### src/rtl/rf_wb_scheduler.sv
// Register-file writeback scheduler: arbitrates ALU/LSU onto the single write port
// and tracks a per-register busy scoreboard. Optional round-robin arbitration: RF_WB_RR_EN.
module rf_wb_scheduler #(
  parameter int NumEntries = 32,
  localparam int RW = $clog2(NumEntries),
  localparam int AW = $clog2(NumEntries << 2)
) (
  input  logic          clk_100MHz,
  input  logic          reset,
  input  logic          issue_valid,
  input  logic [RW-1:0] issue_rd,
  output logic          issue_ready,
  input  logic [RW-1:0] rs1,
  input  logic [RW-1:0] rs2,
  output logic          rs1_busy,
  output logic          rs2_busy,
  input  logic          alu_valid,
  input  logic [RW-1:0] alu_rd,
  input  logic [31:0]   alu_data,
  output logic          alu_ready,
  input  logic          lsu_valid,
  input  logic [RW-1:0] lsu_rd,
  input  logic [31:0]   lsu_data,
  output logic          lsu_ready,
  output logic          rf_writeEn,
  output logic [AW-1:0] rf_writeAddr,
  output logic [31:0]   rf_writeData
);

  // Handshakes (issue, alu, lsu): a transfer happens on a cycle where valid and ready
  // are both high; ready is combinational and is never asserted without its valid.

  logic [NumEntries-1:0] busy;
  logic [NumEntries-1:0] busy_next;
  logic [RW-1:0]         wb_rd_q;
  logic                  grant;
  logic [RW-1:0]         grant_rd;
  logic [31:0]           grant_data;

`ifdef RF_WB_RR_EN
  typedef enum logic {GRANT_ALU, GRANT_LSU} grant_e;
  grant_e last_grant;
`endif

  assign rs1_busy    = (rs1 != '0) && busy[rs1];
  assign rs2_busy    = (rs2 != '0) && busy[rs2];
  assign issue_ready = issue_valid && !busy[issue_rd];

  always_comb begin
    alu_ready = 1'b0;
    lsu_ready = 1'b0;
    if (alu_valid && lsu_valid) begin
`ifdef RF_WB_RR_EN
      if (last_grant == GRANT_ALU) lsu_ready = 1'b1;
      else                         alu_ready = 1'b1;
`else
      lsu_ready = 1'b1;
`endif
    end else if (alu_valid) begin
      alu_ready = 1'b1;
    end else if (lsu_valid) begin
      lsu_ready = 1'b1;
    end
  end

  assign grant      = alu_ready || lsu_ready;
  assign grant_rd   = lsu_ready ? lsu_rd   : alu_rd;
  assign grant_data = lsu_ready ? lsu_data : alu_data;

  // Clear on the write edge first, then a new claim on the same index overrides it.
  always_comb begin
    busy_next = busy;
    if (rf_writeEn) busy_next[wb_rd_q] = 1'b0;
    if (issue_ready && (issue_rd != '0)) busy_next[issue_rd] = 1'b1;
  end

  always_ff @(posedge clk_100MHz) begin
    if (reset) begin
      busy         <= '0;
      rf_writeEn   <= 1'b0;
      wb_rd_q      <= '0;
      rf_writeData <= '0;
    end else begin
      busy       <= busy_next;
      rf_writeEn <= grant && (grant_rd != '0);
      // x0 writebacks complete the handshake but leave the port idle and addr/data held.
      if (grant && (grant_rd != '0)) begin
        wb_rd_q      <= grant_rd;
        rf_writeData <= grant_data;
      end
    end
  end

`ifdef RF_WB_RR_EN
  always_ff @(posedge clk_100MHz) begin
    if (reset) last_grant <= GRANT_ALU;
    else if (grant) last_grant <= lsu_ready ? GRANT_LSU : GRANT_ALU;
  end
`endif

  assign rf_writeAddr = AW'({wb_rd_q, 2'b00});

endmodule

### config.mk
export PLATFORM = sky130hd
export DESIGN_NAME = rf_wb_scheduler
export DESIGN_NICKNAME = d
export VERILOG_FILES = /design/src/rtl/rf_wb_scheduler.sv
export SDC_FILE = /design/constraint.sdc
export NUM_CORES = 1
export LEC_CHECK = 0
export CORE_ASPECT_RATIO = 0.6
export CORE_MARGIN = 2
export CORE_UTILIZATION = 35
export DETAILED_ROUTE_END_ITERATION = 7
export PLACE_DENSITY = 0.64
export SYNTH_ARGS = -nofsm -noshare
export SYNTH_HDL_FRONTEND = slang
export SYNTH_SLANG_ARGS = --single-unit
export TNS_END_PERCENT = 5
### constraint.sdc
create_clock -name clk_100MHz -period 2 [get_ports clk_100MHz]
set_input_delay 0.4 -clock clk_100MHz [delete_from_list [all_inputs] [get_ports clk_100MHz]]
set_output_delay 0.4 -clock clk_100MHz [all_outputs]
set_load 0.03 [all_outputs]
Word level (Yosys, flattened, before mapping)
Cells that the tools add are included.
Widths: inputs -> output; s select.
{"block": "word_totals", "register_bits": 70, "latch_bits": 0, "mem_bits_rw": 0, "rom_bits": 0, "inputBits": 94, "output_inout_bits": 45, "memories": 0}
{"block": "classes", "add_sub_neg": 0, "multipliers": 0, "div": 0, "order_cmp": 6, "eq_ne": 0, "shift": 0, "n_mux": 19, "bitwise_logic": 3, "n_reduce_logical": 14}
{"op": "$mux 32", "n": 3}
{"op": "$and 32x32->32", "n": 1}
{"op": "$not 32->32", "n": 1}
{"op": "$or 32x32->32", "n": 1}
{"op": "$lt 5x6->1 const B", "n": 4}
{"op": "$reduce_bool 5->1", "n": 4}
{"op": "$bmux 1 s5", "n": 3}
{"op": "$demux 1 s5", "n": 2}
{"op": "$ge 5x1->1 const B", "n": 2}
{"op": "$mux 1", "n": 10}
{"op": "$logic_and 1x1->1", "n": 8}
{"op": "$mux 5", "n": 1}
{"op": "$logic_not 1->1", "n": 1}
{"op": "$logic_or 1x1->1", "n": 1}

Longest topological paths before layout
{"block": "logic_depth", "word_depth": 9, "depth_mapped": 7, "mapped_depth_nobuf": 5}

Worst setup path after synthesis
OpenSTA, ideal clock, no wires.
{"block": "synth_path", "kind": "input -> output", "from": "in issue_rd[1]", "to": "out issue_ready", "t_arrival_ps": 1885, "required_time_ps": 1600, "setup_slack_ps": -285, "cell_stages": 6, "n_path_buf": 1, "path_cell_list": "buf_6 -> mux2_1 -> mux4_2 -> nand3b_1 -> nand3_1 -> nor2_1"}
{"block": "synth_via", "elab_chain_cells": 4}
{"element": "start: declaration", "line": "11", "text": "input logic [RW-1:0] issue_rd,"}
{"element": "$bmux 1 s5", "line": "47", "text": "assign issue_ready = issue_valid && !busy[issue_rd];"}
{"element": "$mux 1 (implied by the code)", "line": "47"}
{"element": "$logic_not 1->1", "line": "47"}
{"element": "$logic_and 1x1->1", "line": "47"}
{"element": "end: declaration", "line": "12", "text": "output logic issue_ready,"}
Every way passes these cells. The select of a mux whose other input is x is not followed.

Final worst setup path
{"block": "layout_path", "from": "in issue_rd[4]", "to": "out issue_ready"}
The elaborated chain is that of the path after synthesis.

==> flow_summary.yaml <==
run_status:
  status: "complete, but fails checks"
  violations: "negative setup slack"
synthesis:
  synth_ff_type: "dfxtp_1"
  syn_area_sq_um: 3990
  ys_warn_count: 0
  synth_commonest_cells: "dfxtp_1, nor2_1, o21ai_0"
  yosysMostFrequentCell: "dfxtp_1"
  ys_types: 44
  synth_edf_count: 0
  yosys.area.top_type_share_pct: 35.1
  yosys.area.top_type: "dfxtp_1"
  synth-seq-cells: 70
  synthCells: 437
  async_flop_share_pct: 0
  synth_seq_area_share_pct: 35.1
  syn_avg_cell_area_sq_um: 9.13
  ys_top_cells_by_area: "dfxtp_1, mux2i_1, mux4_2, a211oi_1, o21ai_0"
timing:
  setup_violations: 11
  slew_viol_final: 0
  min_period_over_period_pct: 120
  worst_slew_pin_slew_ns: 0.551
  rsz0062_at_grt: "yes"
  fmaxAchievable_ghz: 0.416
  fin_crit_ns: 2.40
  clock_skew_ns: 0.00786
  timing.slew.headroom_pct: 63.0
  fin_ws_ns: -0.404
  hold_viol: 0
floorplanning:
  die_x_microns: 142
  dieHeight_microns: 86.7
  fp-row-count: 30
  start_util_pct: 35.6
  die-area_sq_um: 12300
  core_sq_um: 11200
  io_pins: 139
route:
  first_pass_iters: 5
  via_per_inst: 5.42
  vias: 4259
  drt_iter0_drc: 298
  drc_errors: 0
  routedWlPerCell_microns: 19.0
  antenna_left: 0
  drt-total-wl_microns: 14900
worst_setup_path:
  cp.arrival_ns: 2.00
  crit_path_max_incr_delay_ns: 0.58
  path_class: "in -> out"
  worstPathRequired_ns: 1.60
  path_cells: "clkdlybuf4s50_1 -> nand2_1 -> nor4_1 -> nor3_1 -> buf_4 -> nand3_2 -> nor2_4 -> buf_6"
  critical-path-slowest-cell: "clkdlybuf4s50_1"
  end_kind: "output pin"
  start_kind: "input pin"
  path_max_fanout: 3
clocking:
  cts_sinks: 70
  cts_tree: "done"
  clock_latency_ns: 0.33
  htree_num_levels: 3
  postCtsHoldBufs: 0
  path_clk_slew_ns: 0.05
  clk_path_buf_depth: 2
  clock-root-buffer: "clkbuf_16"
  cts_buffers: 9
cells_and_area:
  drive_gt1_share_pct: 26.8
  area_delta_synth_final_pct: 65.2
  final_nets: 731
  diodes: 0
  instances_no_fill: 786
place:
  dpl.hpwl_microns: 11500
  place_inst: 760
  globalplace.congestion: 0.933
  place_ws_ns: -1.18
  port_buffers: 136
power:
  irDropWorstVdd_uv: 407
  power.density_nw_per_um2: 629
  p_leak_nw: 2.66
flow_run:
  drv_cap: 0
global_route:
  grt_max_degree: 53
  grt_pass1_wl_microns: 23300
  grt-ovfl-total: 0
  track_usage_pct: 24.9
  first_global_vias: 4167
  antenna_found_initial: 0
worst_hold_path:
  holdCritPathClass: "reg -> reg"
kinds of logic after synthesis:
kind of cell    Yosys count  synth area share, %
simple gates            149                 19.3
compound gates          104                 17.1
flops                    70                 35.1
mux                      71                 23.6
buf+inv                  42                 4.70
other cells               1               0.0940
critical path, delay by kind of cell:
kind	cells	cell delay [ns]
buf+inv	3	0.87
simple gates	5	0.73
layout by cell type, fill, tap and decap left out, drive strengths merged, types with 3 or more instances in the layout:
master,instances
a211oi,37
a21oi,3
a222oi,3
buf,97
clkbuf,11
clkdlybuf4s50,121
dfxtp,70
dlygate4sd2,3
dlymetal6s2s,3
inv,5
mux2,13
mux2i,41
mux4,17
nand2,29
nand3,9
nand3b,20
nand4,5
nor2,47
nor2b,19
nor3,3
nor3b,5
o21ai,45
o31ai,7
final cells by class:
type / instances / area, sq um
Clock buffer: 11 / 243
Clock inverter: 5 / 58.8
Fill cell: 976 / 4630
Inverter: 5 / 18.8
Multi-Input combinational cell: 326 / 2560
Sequential cell: 70 / 1410
Tap cell: 144 / 180
Timing Repair Buffer: 225 / 2120
worst paths after layout:
check	from	end	slack [ns]	cells after the start
min	busy[0]$_SDFF_PP0_	busy[0]$_SDFF_PP0_	0.48	2
max reg2reg	busy[4]$_SDFF_PP0_	busy[20]$_SDFF_PP0_	-0.36	10
max	issue_rd[4]	issue_ready	-0.40	8
min reg2reg	busy[0]$_SDFF_PP0_	busy[0]$_SDFF_PP0_	0.48	2
per-layer routing:
metal / global-route usage [%] / vias up / wire, microns
met3: 10.9 / 12 / 1660
met1: 36.1 / 2009 / 7180
met4: 4.55 / 0 / 112
met5: 0 / - / 0
met2: 34.3 / 210 / 6000
li1: - / 2028 / -
state kept, by name, indices dropped and copies added, names as in the netlist:
signal / cells
busy: 32
rf_writeEn: 1
wb_rd_q: 5
rf_writeData: 32
where the power goes:
group,switching [mW],total [mW],internal (mW),leakage (nW)
registers,0.0526,1.52,1.47,0.579
clock network,0.603,1.60,0.999,0.142
logic,0.500,1.02,0.521,1.94
metrics by stage:
step	power, mW	hold slack (ns)	instance area [sq um]	util [%]	TNS [ns]
5_1_grt	4.31	0.500	6590	58.7	-3.86
4_1_cts	4.17	0.470	6520	58.0	-1.70
2_1_floorplan	2.02	0.424	4060	-	-0.128
3_3_place_gp	2.52	0.451	6050	53.9	-30.90
3_5_place_dp	2.53	0.455	6050	53.9	-31.46
6_report	4.14	0.476	6590	58.7	-2.74
repair_timing:
| item | CTS | global route |
|---|---|---|
| gates resized for setup | 60 | 17 |
| gates cloned | 2 | 0 |
| pin swaps | 9 | 8 |
| setup buffers | 5 | 3 |
| setup endpoints to repair | 34 | 45 |
Power figures use the tool's default switching activity.
